File: src/rtl/stream_packet_arbiter.sv
// Weighted round-robin, packet-locking arbiter for a shared N-to-1 stream mux.
// One requester is granted at a time. The grant is held until that requester's
// last beat transfers, so packets never interleave. A port may send up to its
// weight in packets back-to-back before the grant rotates.
//
// Ports:
//   clk, rst        clock, synchronous active-high reset
//   req_valid       per-port request (stream valid)
//   req_last        per-port last flag of the current head beat
//   weight          per-port packets-per-turn, WEIGHT_WIDTH bits each (0 means 1)
//   beat_accept     a beat from the granted port transferred this cycle
//   grant_valid     a grant is held
//   grant_id        index of the granted port
//   grant_onehot    one-hot of grant_id, zero when no grant is held
//   credits_left    packets remaining in this turn, including the current one
//   protocol_error  sticky: beat_accept seen while no grant was held
module stream_packet_arbiter #(
   parameter int unsigned PORTS        = 2,
   parameter int unsigned ID_WIDTH     = $clog2(PORTS),
   parameter int unsigned WEIGHT_WIDTH = 4
) (
   input  logic                            clk,
   input  logic                            rst,
   input  logic [PORTS-1:0]                req_valid,
   input  logic [PORTS-1:0]                req_last,
   input  logic [PORTS*WEIGHT_WIDTH-1:0]   weight,
   input  logic                            beat_accept,
   output logic                            grant_valid,
   output logic [ID_WIDTH-1:0]             grant_id,
   output logic [PORTS-1:0]                grant_onehot,
   output logic [WEIGHT_WIDTH-1:0]         credits_left,
   output logic                            protocol_error
);

   localparam int unsigned SW = ID_WIDTH + 1;

   typedef enum logic {IDLE, LOCKED} state_t;

   state_t                   state_q, state_d;
   logic [ID_WIDTH-1:0]      ptr_q, ptr_d;
   logic [ID_WIDTH-1:0]      id_q, id_d;
   logic [WEIGHT_WIDTH-1:0]  cred_q, cred_d;
   logic                     gv_q, gv_d;
   logic [PORTS-1:0]         onehot_q, onehot_d;
   logic                     err_q, err_d;

   logic [WEIGHT_WIDTH-1:0]  weight_arr [PORTS];
   logic [WEIGHT_WIDTH-1:0]  win_weight;
   logic [ID_WIDTH-1:0]      win;
   logic [ID_WIDTH-1:0]      cand;
   logic [SW-1:0]            sum;
   logic                     found;
   logic                     pkt_end;

   // Unpack the flat weight bus into per-port entries.
   always_comb begin
      for (int i = 0; i < int'(PORTS); i++) begin
         weight_arr[i] = weight[i*WEIGHT_WIDTH +: WEIGHT_WIDTH];
      end
   end

   // Round-robin search: scan ascending from the pointer with wrap, first hit wins.
   always_comb begin
      found = 1'b0;
      win   = '0;
      sum   = '0;
      cand  = '0;
      for (int unsigned off = 0; off < PORTS; off++) begin
         sum = SW'(ptr_q) + SW'(off);
         if (sum >= SW'(PORTS)) begin
            sum = sum - SW'(PORTS);
         end
         cand = sum[ID_WIDTH-1:0];
         if (!found && req_valid[cand]) begin
            found = 1'b1;
            win   = cand;
         end
      end
   end

   assign win_weight = weight_arr[win];
   assign pkt_end    = beat_accept && req_last[id_q];

   // Next-state and next-output logic.
   always_comb begin
      state_d  = state_q;
      ptr_d    = ptr_q;
      id_d     = id_q;
      cred_d   = cred_q;
      err_d    = err_q;
      gv_d     = 1'b0;
      onehot_d = '0;

      case (state_q)
         IDLE: begin
            if (beat_accept) begin
               err_d = 1'b1;
            end
            if (found) begin
               state_d = LOCKED;
               id_d    = win;
               cred_d  = (win_weight == '0) ? WEIGHT_WIDTH'(1) : win_weight;
            end
         end
         LOCKED: begin
            if (pkt_end) begin
               // Continue the turn without a bubble only if the port has more to send.
               if (cred_q > WEIGHT_WIDTH'(1) && req_valid[id_q]) begin
                  cred_d = cred_q - WEIGHT_WIDTH'(1);
               end else begin
                  state_d = IDLE;
                  cred_d  = '0;
                  ptr_d   = (id_q == ID_WIDTH'(PORTS - 1)) ? '0 : id_q + ID_WIDTH'(1);
               end
            end
         end
         default: begin
            state_d = IDLE;
         end
      endcase

      gv_d = (state_d == LOCKED);
      if (gv_d) begin
         onehot_d = PORTS'(1) << id_d;
      end
   end

   // State and output registers.
   always_ff @(posedge clk) begin
      if (rst) begin
         state_q  <= IDLE;
         ptr_q    <= '0;
         id_q     <= '0;
         cred_q   <= '0;
         gv_q     <= 1'b0;
         onehot_q <= '0;
         err_q    <= 1'b0;
      end else begin
         state_q  <= state_d;
         ptr_q    <= ptr_d;
         id_q     <= id_d;
         cred_q   <= cred_d;
         gv_q     <= gv_d;
         onehot_q <= onehot_d;
         err_q    <= err_d;
      end
   end

   assign grant_valid    = gv_q;
   assign grant_id       = id_q;
   assign grant_onehot   = onehot_q;
   assign credits_left   = cred_q;
   assign protocol_error = err_q;

endmodule

File: config.mk
export PLATFORM = sky130hd
export DESIGN_NAME = stream_packet_arbiter
export DESIGN_NICKNAME = d
export VERILOG_FILES = /design/src/rtl/stream_packet_arbiter.sv
export SDC_FILE = /design/constraint.sdc
export NUM_CORES = 1
export LEC_CHECK = 0
export BUFFER_PORTS_ARGS = -buffer_cell sky130_fd_sc_hd__buf_2
export CAP_MARGIN = 20
export CORE_MARGIN = 2
export CORE_UTILIZATION = 45
export CTS_CLUSTER_DIAMETER = 50
export DETAILED_ROUTE_END_ITERATION = 16
export HOLD_SLACK_MARGIN = 0.02
export PLACE_DENSITY_LB_ADDON = 0.25
export SYNTH_ARGS = -nofsm -noshare
export SYNTH_HDL_FRONTEND = slang
export SYNTH_SLANG_ARGS = --single-unit
File: constraint.sdc
create_clock -name clk -period 2.15 [get_ports clk]
set_input_delay 0.1075 -clock clk [delete_from_list [all_inputs] [get_ports clk]]
set_output_delay 0.1075 -clock clk [all_outputs]
set_load 0.01 [all_outputs]
==> results.yml, run 1 <==
flow_run:
  maxCapViolCount: 0
synth:
  ys_ff_latch: 10
  yosysSeqAreaShare_pct: 33.90
  synth_nets: 85
  ys_types: 29
  yosys_warnings: 0
  synth_top_area_share_pct: 33.90
  synth_area_per_cell_um2: 8.685
  netlist_instances: 68
  yosysTopAreaCell: "dfxtp_1"
  syn_area_um2: 590.6
  synth_area_leaders: "dfxtp_1, a21oi_1, mux2i_1, inv_1, nor2_1"
global_route:
  grt_usage_pct: 19.89
  antenna_found_initial: 0
  grt_pass1_vias: 516
  grt_pass1_wl_um: 2111
  grt_max_degree: 9
  grt_overflow: 0
timing:
  clock_skew_ns: 0.004246
  fmax_ghz: 0.5990
  fin_tns_setup_ns: 0
  hold_violations: 0
  finalCritPeriodShare_pct: 77.65
  rsz0062_at_grt: "no"
  tightest_slew_ns: 0.3402
  slew_headroom_pct: 77.27
  drv_slew: 0
  fin_crit_ns: 1.669
  whs_ns: 0.09510
  setup_violations: 0
floorplanning:
  num_io_pins: 24
  die_x_um: 40.23
  start_util_pct: 46.55
  die_y_um: 40.23
  dieArea_mm2: 0.001618
  coreArea_mm2: 0.001269
  placementRows: 13
detailed_routing:
  vias_per_cell: 5.440
  drt-initial-drc-count: 10
  drt_first_pass_iters: 4
  ant_nets: 0
  drc_errors: 0
  vias: 593
  wire_per_inst_um: 12.63
  routed_wl_um: 1377
clock_tree:
  cts_buffers: 3
  clkTransAtPathRegs_ns: 0.06
  htree_levels: 1
  insertion_delay_ns: 0.26
  hold_buffers: 0
  cts_root_buffer: "clkbuf_4"
  cts_setup_buffers: 0
  cts_buffer_depth: 2
  postCtsResizedCells: 0
  clock-sinks: 10
  tritoncts: "built"
power:
  cellLeakagePower_nw: 0.3520
  power_per_cell_area_mw_per_mm2: 663.4
  irDropWorstVdd_v: 0.0003618
  total_power_uw: 497.2
place:
  place.detailed.hpwl_um: 1064
  gp_congestion: 0.7389
  placed_area_um2: 726.9
  io_buffers: 23
worst_setup_path:
  worst-path-buf-inv: 1
  crit_family: "simple AND/OR/NAND/NOR gates"
  slowest_delay_ns: 0.41
  crit_type: "register to register"
  critical_path_peak_fanout: 6
  worst_ep_arrival_time_ns: 1.87
  path_cells: "inv_1 -> ha_1 -> nor2_1 -> or3_4 -> nand2_1 -> a221o_1 -> nor2b_1"
  slowest_stage: "dfxtp_1"
  cp.required_ns: 2.35
  endpoint_kind: "register"
  start_kind: "register"
finish:
  antennaDiodeCount: 0
  area_growth_syn_to_layout_pct: 26.91
  fin_nets: 113
  drive_above_1_share_pct: 35.11
  fin_area_um2: 749.5
min_path:
  hp-class: "input pin to register"
status:
  status: "complete, no violations"
worst min-delay path: stages:
cell and delay (ns):
buf_2 0.09, a21oi_1 0.06, nor2_1 0.07
cells in the final DEF, fill, tap and decap left out:
cell type  synthesis  final
o311ai_4           1      1
o21ai_1            2      2
a31o_2             1      1
mux2_4             1      1
mux2i_1            3      3
and3_1             1      1
nor3_1             4      4
or3_4              1      1
dfxtp_1           10     10
o22a_1             1      1
o31ai_1            1      1
o21ai_2            1      1
o21ai_0            2      2
and2_1             1      1
a211oi_1           1      1
nor2b_1            1      1
o221a_1            1      1
a311oi_1           1      1
ha_1               2      2
a221o_1            1      1
inv_1              7      7
a21oi_1            6      6
nor3b_1            2      2
nand2_1            5      5
a32o_1             1      1
nor2_1             7      7
o32ai_1            1      1
buf_2              1     23
buf_4              0      1
clkbuf_4           0      3
o22ai_2            1      1
through the flow:
| stage | instances | util [%] | worst slack, ns |
|---|---|---|---|
| finish | 109 | 59.07 | 0.4806 |
| global route | 109 | 59.07 | 0.3417 |
| CTS | 109 | 59.07 | 0.4741 |
| detailed placement | 106 | 57.30 | 0.4996 |
| global placement | 106 | 57.30 | 0.5311 |
| floorplan | 68 | - | 0.5390 |
registers in the layout, indices dropped and copies added (netlist names):
| name | cells |
|---|---|
| credits_left | 4 |
| grant_onehot | 2 |
| grant_id | 1 |
| grant_valid | 1 |
| protocol_error | 1 |
| ptr_q | 1 |
kinds of logic after synthesis:
| kind of cell | count (synthesis) | synth area share [%] |
|---|---|---|
| flip-flops | 10 | 33.90 |
| AO/OA/AOI/OAI | 22 | 30.30 |
| AND/OR/NAND/NOR | 22 | 18.65 |
| adder cells (fa/ha/maj) | 2 | 4.237 |
| multiplexers | 4 | 7.627 |
| buffers and inverters | 8 | 5.297 |
worst paths after layout:
kind / from / cells after the start / slack, ns / end
hold / removal: beat_accept / 3 / 0.1 / protocol_error$_SDFFE_PP0P_
setup reg to reg: credits_left[0]$_SDFFE_PP0P_ / 7 / 0.48 / grant_onehot[0]$_SDFF_PP0_
hold reg to reg: protocol_error$_SDFFE_PP0P_ / 2 / 0.47 / protocol_error$_SDFFE_PP0P_
setup / recovery: credits_left[0]$_SDFFE_PP0P_ / 7 / 0.48 / grant_onehot[0]$_SDFF_PP0_
synthesized netlist by cell type, drive strengths merged:
master and instances:
mux2i 3, inv 7, nor2 7, o21ai 5
a32o 1, a211oi 1, nor2b 1, o22ai 1
o221a 1, o32ai 1, a31o 1, a311oi 1
buf 1, and3 1, nor3 4, a21oi 6
a221o 1, ha 2, and2 1, dfxtp 10
or3 1, nand2 5, mux2 1, o311ai 1
nor3b 2, o22a 1, o31ai 1
layout make-up:
type                       count  area [um^2]
fill                         121        519.2
multi-input combinational     50        359.1
sequential                    10        200.2
timing repair buffer          24        122.6
inverter                       7        26.28
clock buffer                   3        22.52
tap                           15        18.77
routing by layer:
layer | track usage [%] | part of all wire (%)
met1 | 25.17 | 49
met2 | 32.26 | 47
met3 | 3.333 | 3.1
met4 | 10.00 | 0.36
met5 | 0 | 0
where the power goes:
group	switching [mW]	internal, mW	total [mW]
clock	0.0602	0.0645	0.125
sequential	0.0181	0.203	0.221
combinational	0.0798	0.0720	0.152
total	0.158	0.339	0.497
Note: power is estimated with default switching activity, not from simulation.
==> run 2, diff against run 1 <==
--- a/config.mk
+++ b/config.mk
@@ -8,7 +8,7 @@
 export BUFFER_PORTS_ARGS = -buffer_cell sky130_fd_sc_hd__buf_2
 export CAP_MARGIN = 20
 export CORE_MARGIN = 2
-export CORE_UTILIZATION = 45
+export CORE_UTILIZATION = 41
 export CTS_CLUSTER_DIAMETER = 50
 export DETAILED_ROUTE_END_ITERATION = 16
 export HOLD_SLACK_MARGIN = 0.02
==> constraint.sdc (replaced) <==
create_clock -name clk -period 1.4 [get_ports clk]
set_input_delay 0.07 -clock clk [delete_from_list [all_inputs] [get_ports clk]]
set_output_delay 0.07 -clock clk [all_outputs]
set_load 0.01 [all_outputs]
==> run 2 against run 1 <==
The run now ends with negative setup slack left; final cell count grew 6.4%; non-clock buffer count grew 6; global-route usage shrank 1.4 points; sequential share of layout area shrank 2.5 points; maximum frequency grew 16%; critical endpoint is now ptr_q$_SDFFE_PP0P_; largest cell class unchanged.
==> results.yml, run 2 (synthesized netlist as in run 1, its figures left out) <==
floorplanning:
  dieArea_mm2: 0.001760
  coreArea_mm2: 0.001318
  die_x_um: 41.95
  die_y_um: 41.95
  placementRows: 13
  num_io_pins: 24
  start_util_pct: 44.82
clock_tree:
  htree_levels: 1
  hold_buffers: 0
  insertion_delay_ns: 0.26
  clock-sinks: 10
  cts_buffers: 3
  tritoncts: "built"
  cts_root_buffer: "clkbuf_4"
  cts_buffer_depth: 2
  clkTransAtPathRegs_ns: 0.08
timing:
  fmax_ghz: 0.6920
  finalCritPeriodShare_pct: 103.2
  rsz0062_at_grt: "yes"
  clock_skew_ns: 0.006443
  setup_slack_ns: -0.04503
  hold_violations: 0
  tightest_slew_ns: 0.3410
  setup_violations: 5
  fin_crit_ns: 1.445
  whs_ns: 0.05453
  drv_slew: 0
  slew_headroom_pct: 77.21
  fin_tns_setup_ns: -0.1576
finish:
  largest_register_ffs: 4
  final_common_cell: "buf_2"
  area_growth_syn_to_layout_pct: 45.34
  antennaDiodeCount: 0
  fin_area_um2: 858.3
  fillers: 108
  layout_common_cells: "buf_2, dfxtp_1, buf_4"
  drive_above_1_share_pct: 48.51
  fin_nets: 119
place:
  placed_area_um2: 805.8
  place.detailed.hpwl_um: 1187
  io_buffers: 23
  gp_congestion: 0.8013
global_route:
  grt_usage_pct: 18.46
  busiest_layer: "met2"
  grt_util_met3_pct: 3.913
  antenna_found_initial: 0
  use_met1_pct: 25.46
  grt_overflow: 0
  grt_max_degree: 9
  grt_use_met2_pct: 28.44
  grt_pass1_wl_um: 2518
  grt_pass1_vias: 574
detailed_routing:
  vias: 629
  drt_first_pass_iters: 4
  drc_errors: 0
  ant_nets: 0
  drt-initial-drc-count: 10
  vias_per_cell: 5.422
  routed_wl_um: 1502
  wire_per_inst_um: 12.95
power:
  comb_power_share_pct: 32.9
  swShare_pct: 31.35
  irDropWorstVdd_v: 0.0006416
  p_seq_share_pct: 37.6
  cellLeakagePower_nw: 0.3954
  pwr-share-clk_pct: 29.5
  power_per_cell_area_mw_per_mm2: 1053
  p_sw_uw: 283.2
  intPower_uw: 620.3
worst_setup_path:
  slowest_delay_ns: 0.39
  cp.required_ns: 1.58
  crit_family: "simple AND/OR/NAND/NOR gates"
  critical_path_peak_fanout: 3
  endpoint_kind: "register"
  crit_type: "register to register"
  start_kind: "register"
  worst_ep_arrival_time_ns: 1.62
  slowest_stage: "or3_4"
  path_cells: "inv_4 -> ha_4 -> nor2_4 -> or3_4 -> a21oi_2 -> a21oi_1 -> a311oi_1"
  worst-path-buf-inv: 1
min_path:
  hp-class: "input pin to register"
flow_run:
  maxCapViolCount: 0
status:
  status: "finished, violations left"
  failed_checks: "negative setup slack"
[run 2: cell count changes in the layout (fill, tap and decap cells not counted), sizes merged]
cell and change:
buf +6, clkbuf +1
[run 2: final cells by class]
type | count | area, um^2 | share of cell area (%)
Multi-Input combinational cell | 50 | 399.1 | 46.50
Sequential cell | 10 | 207.7 | 24.20
Clock buffer | 4 | 36.28 | 4.227
Inverter | 7 | 28.78 | 3.353
Timing Repair Buffer | 30 | 167.7 | 19.53
Tap cell | 15 | 18.77 | 2.187
[run 2: stage by stage]
| step | setup slack (ns) | utilization, % | power, mW | instances |
|---|---|---|---|---|
| CTS | -0.05394 | 64.29 | 0.9000 | 115 |
| floorplan | -0.01251 | - | 0.5218 | 68 |
| global placement | -0.05129 | 61.16 | 0.6210 | 111 |
| finish | -0.04503 | 65.15 | 0.9035 | 116 |
| detailed placement | -0.06398 | 61.16 | 0.6297 | 111 |
| global route | -0.1280 | 65.15 | 0.9563 | 116 |
[run 2: layer usage]
layer  wire length [um]  share of wire, %
met1                734                49
met2                677                45
met3                 75               5.0
met5                  0                 0
met4                 15               1.0
[run 2: path summary, 6_finish.rpt]
path | slack [ns] | end | from | depth (start not counted)
min reg2reg | 0.47 | protocol_error$_SDFFE_PP0P_ | protocol_error$_SDFFE_PP0P_ | 2
min | 0.05 | protocol_error$_SDFFE_PP0P_ | rst | 2
max | -0.05 | ptr_q$_SDFFE_PP0P_ | credits_left[1]$_SDFFE_PP0P_ | 7
max reg2reg | -0.05 | ptr_q$_SDFFE_PP0P_ | credits_left[1]$_SDFFE_PP0P_ | 7
[run 2: what timing repair did]
action | in CTS | in global routing
endpoints found under the setup margin | 4 | 7
pin swaps | 0 | 3
resized for setup | 1 | 1
buffers inserted | 0 | 1
[run 2: power groups by stage]
stage               Sequential (mW)  Clock, mW  Combinational (mW)
detailed placement            0.346          0               0.284
floorplan                     0.360          0               0.162
global placement              0.345          0               0.276
global route                  0.344      0.286               0.326
finish                        0.340      0.267               0.297
CTS                           0.339      0.267               0.293
==> run 3, diff against run 2 <==
--- a/config.mk
+++ b/config.mk
@@ -8,7 +8,7 @@
 export BUFFER_PORTS_ARGS = -buffer_cell sky130_fd_sc_hd__buf_2
 export CAP_MARGIN = 20
 export CORE_MARGIN = 2
-export CORE_UTILIZATION = 41
+export CORE_UTILIZATION = 45
 export CTS_CLUSTER_DIAMETER = 50
 export DETAILED_ROUTE_END_ITERATION = 16
 export HOLD_SLACK_MARGIN = 0.02
==> constraint.sdc (replaced) <==
create_clock -name clk -period 1.9 [get_ports clk]
set_input_delay 0.095 -clock clk [delete_from_list [all_inputs] [get_ports clk]]
set_output_delay 0.095 -clock clk [all_outputs]
set_load 0.01 [all_outputs]
==> run 3 against run 2 <==
The run now ends clean; critical path depth unchanged; largest power group unchanged; highest routed layer unchanged; global-route usage increased by 1.2 points; maximum frequency decreased by 14%; clock power decreased by 48%; sequential power decreased by 27%; largest cell class unchanged; clock-buffer cell count decreased by 1; die area decreased by 8.1%.
==> results.yml, run 3 (synthesized netlist as in run 1, its figures left out) <==
status:
  status: "complete, no violations"
global_route:
  antenna_found_initial: 0
  grt_usage_pct: 19.61
  grt_overflow: 0
  grt_max_degree: 9
  grt_pass1_vias: 527
  grt_pass1_wl_um: 2090
min_path:
  hp-class: "input pin to register"
finish:
  layout_common_cells: "buf_2, dfxtp_1, inv_1, nor2_1, a21oi_1"
  drive_above_1_share_pct: 35.11
  area_growth_syn_to_layout_pct: 26.91
  largest_register_ffs: 4
  finalNonFillerCells: 109
  fin_nets: 113
  fillers: 124
  fin_area_um2: 749.5
  antennaDiodeCount: 0
  final_common_cell: "buf_2"
worst_setup_path:
  worstReg2RegStart: "credits_left[0]$_SDFFE_PP0P_"
  critical_path_peak_fanout: 6
  crit_start: "credits_left[0]$_SDFFE_PP0P_"
  slowest_delay_ns: 0.42
  slowest_stage: "dfxtp_1"
  start_kind: "register"
  endpoint_kind: "register"
  r2r-end: "grant_onehot[0]$_SDFF_PP0_"
  cp.required_ns: 2.10
  reg2reg_setup_slack_ns: 0.21
  r2r_cells: 7
  crit_type: "register to register"
  worst_ep_arrival_time_ns: 1.88
  cp-endpoint: "grant_onehot[0]$_SDFF_PP0_"
  path_cells: "inv_1 -> ha_1 -> nor2_1 -> or3_4 -> nand2_1 -> a221o_1 -> nor2b_1"
place:
  gp_congestion: 0.7456
  place.detailed.hpwl_um: 1049
  placed_area_um2: 726.9
  place_ws_ns: 0.2282
  place_inst: 106
  io_buffers: 23
detailed_routing:
  vias_per_cell: 5.385
  drc_errors: 0
  wire_per_inst_um: 11.90
  vias: 587
  drt_first_pass_iters: 4
  ant_nets: 0
  drt-initial-drc-count: 8
  routed_wl_um: 1297
timing:
  drv_slew: 0
  hold_violations: 0
  slew_headroom_pct: 77.37
  setup_slack_ns: 0.2122
  fin_tns_setup_ns: 0
  tightest_slew_ns: 0.3386
  whs_ns: 0.08577
  clock_skew_ns: 0.001077
  finalCritPeriodShare_pct: 88.83
  fmax_ghz: 0.5925
  setup_violations: 0
  fin_crit_ns: 1.688
  rsz0062_at_grt: "no"
flow_run:
  maxCapViolCount: 0
floorplanning:
  start_util_pct: 46.55
  die_y_um: 40.23
  num_io_pins: 24
  coreArea_mm2: 0.001269
  die_x_um: 40.23
  dieArea_mm2: 0.001618
  placementRows: 13
clock_tree:
  cts_buffers: 3
  cts_setup_buffers: 0
  clkTransAtPathRegs_ns: 0.06
  clock-sinks: 10
  tritoncts: "built"
  htree_levels: 1
  postCtsResizedCells: 0
  hold_buffers: 0
  insertion_delay_ns: 0.25
  cts_buffer_depth: 2
  cts_root_buffer: "clkbuf_4"
power:
  power_per_cell_area_mw_per_mm2: 748.4
  irDropWorstVdd_v: 0.0004738
  cellLeakagePower_nw: 0.3520
run 3: changes by cell type in the layout (fill, tap and decap cells not counted), moves of 2 or more:
cell | previous run | this run
buf_4 | 7 | 1
dfxtp_1 | 8 | 10
dfxtp_4 | 2 | 0
ha_1 | 0 | 2
ha_4 | 2 | 0
inv_1 | 5 | 7
run 3: stage by stage:
stage | util (%) | power (mW)
floorplan | - | 0.3669
global placement | 57.30 | 0.4231
finish | 59.07 | 0.5609
detailed placement | 57.30 | 0.4258
global route | 59.07 | 0.5963
CTS | 59.07 | 0.5682
run 3: critical path, delay by kind of cell, from the launching register on:
family | cells | cell delay [ns]
AOI/OAI and AO/OA | 1 | 0.35
adders and majority gates | 1 | 0.22
buffers and inverters | 1 | 0.07
DFF | 1 | 0.42
and+or+nand+nor | 4 | 0.57
run 3: power by group:
group,leakage [nW],internal (mW),switching [mW]
Clock,0.0138,0.0730,0.0673
Sequential,0.0827,0.229,0.0201
Combinational,0.256,0.0816,0.0896
Total,0.352,0.384,0.177
run 3: worst min path at each step:
| stage | start | endpoint | slack [ns] | depth (start not counted) |
|---|---|---|---|---|
| floorplan | rst | credits_left[3]$_SDFFE_PP0P_ | 0.16 | 1 |
| global placement | beat_accept | protocol_error$_SDFFE_PP0P_ | 0.35 | 3 |
| detailed placement | beat_accept | protocol_error$_SDFFE_PP0P_ | 0.35 | 3 |
| CTS | beat_accept | protocol_error$_SDFFE_PP0P_ | 0.08 | 3 |
| global route | rst | ptr_q$_SDFFE_PP0P_ | 0.09 | 2 |
| finish | beat_accept | protocol_error$_SDFFE_PP0P_ | 0.09 | 3 |
run 3: final cells by class:
| class | count | area (um^2) | share of cell area, % |
|---|---|---|---|
| multi-input combinational | 50 | 359.1 | 47.91 |
| timing repair buffer | 24 | 122.6 | 16.36 |
| inverter | 7 | 26.28 | 3.506 |
| sequential | 10 | 200.2 | 26.71 |
| clock buffer | 3 | 22.52 | 3.005 |
| tap | 15 | 18.77 | 2.504 |
run 3: metal layers:
| metal | vias up | global-route usage [%] | part of all wire, % |
|---|---|---|---|
| met3 | 2 | 3.889 | 3.5 |
| met5 | - | 0 | 0 |
| met1 | 269 | 25.33 | 51 |
| met2 | 11 | 29.03 | 44 |
| met4 | 0 | 13.33 | 0.85 |
| li1 | 305 | - | - |
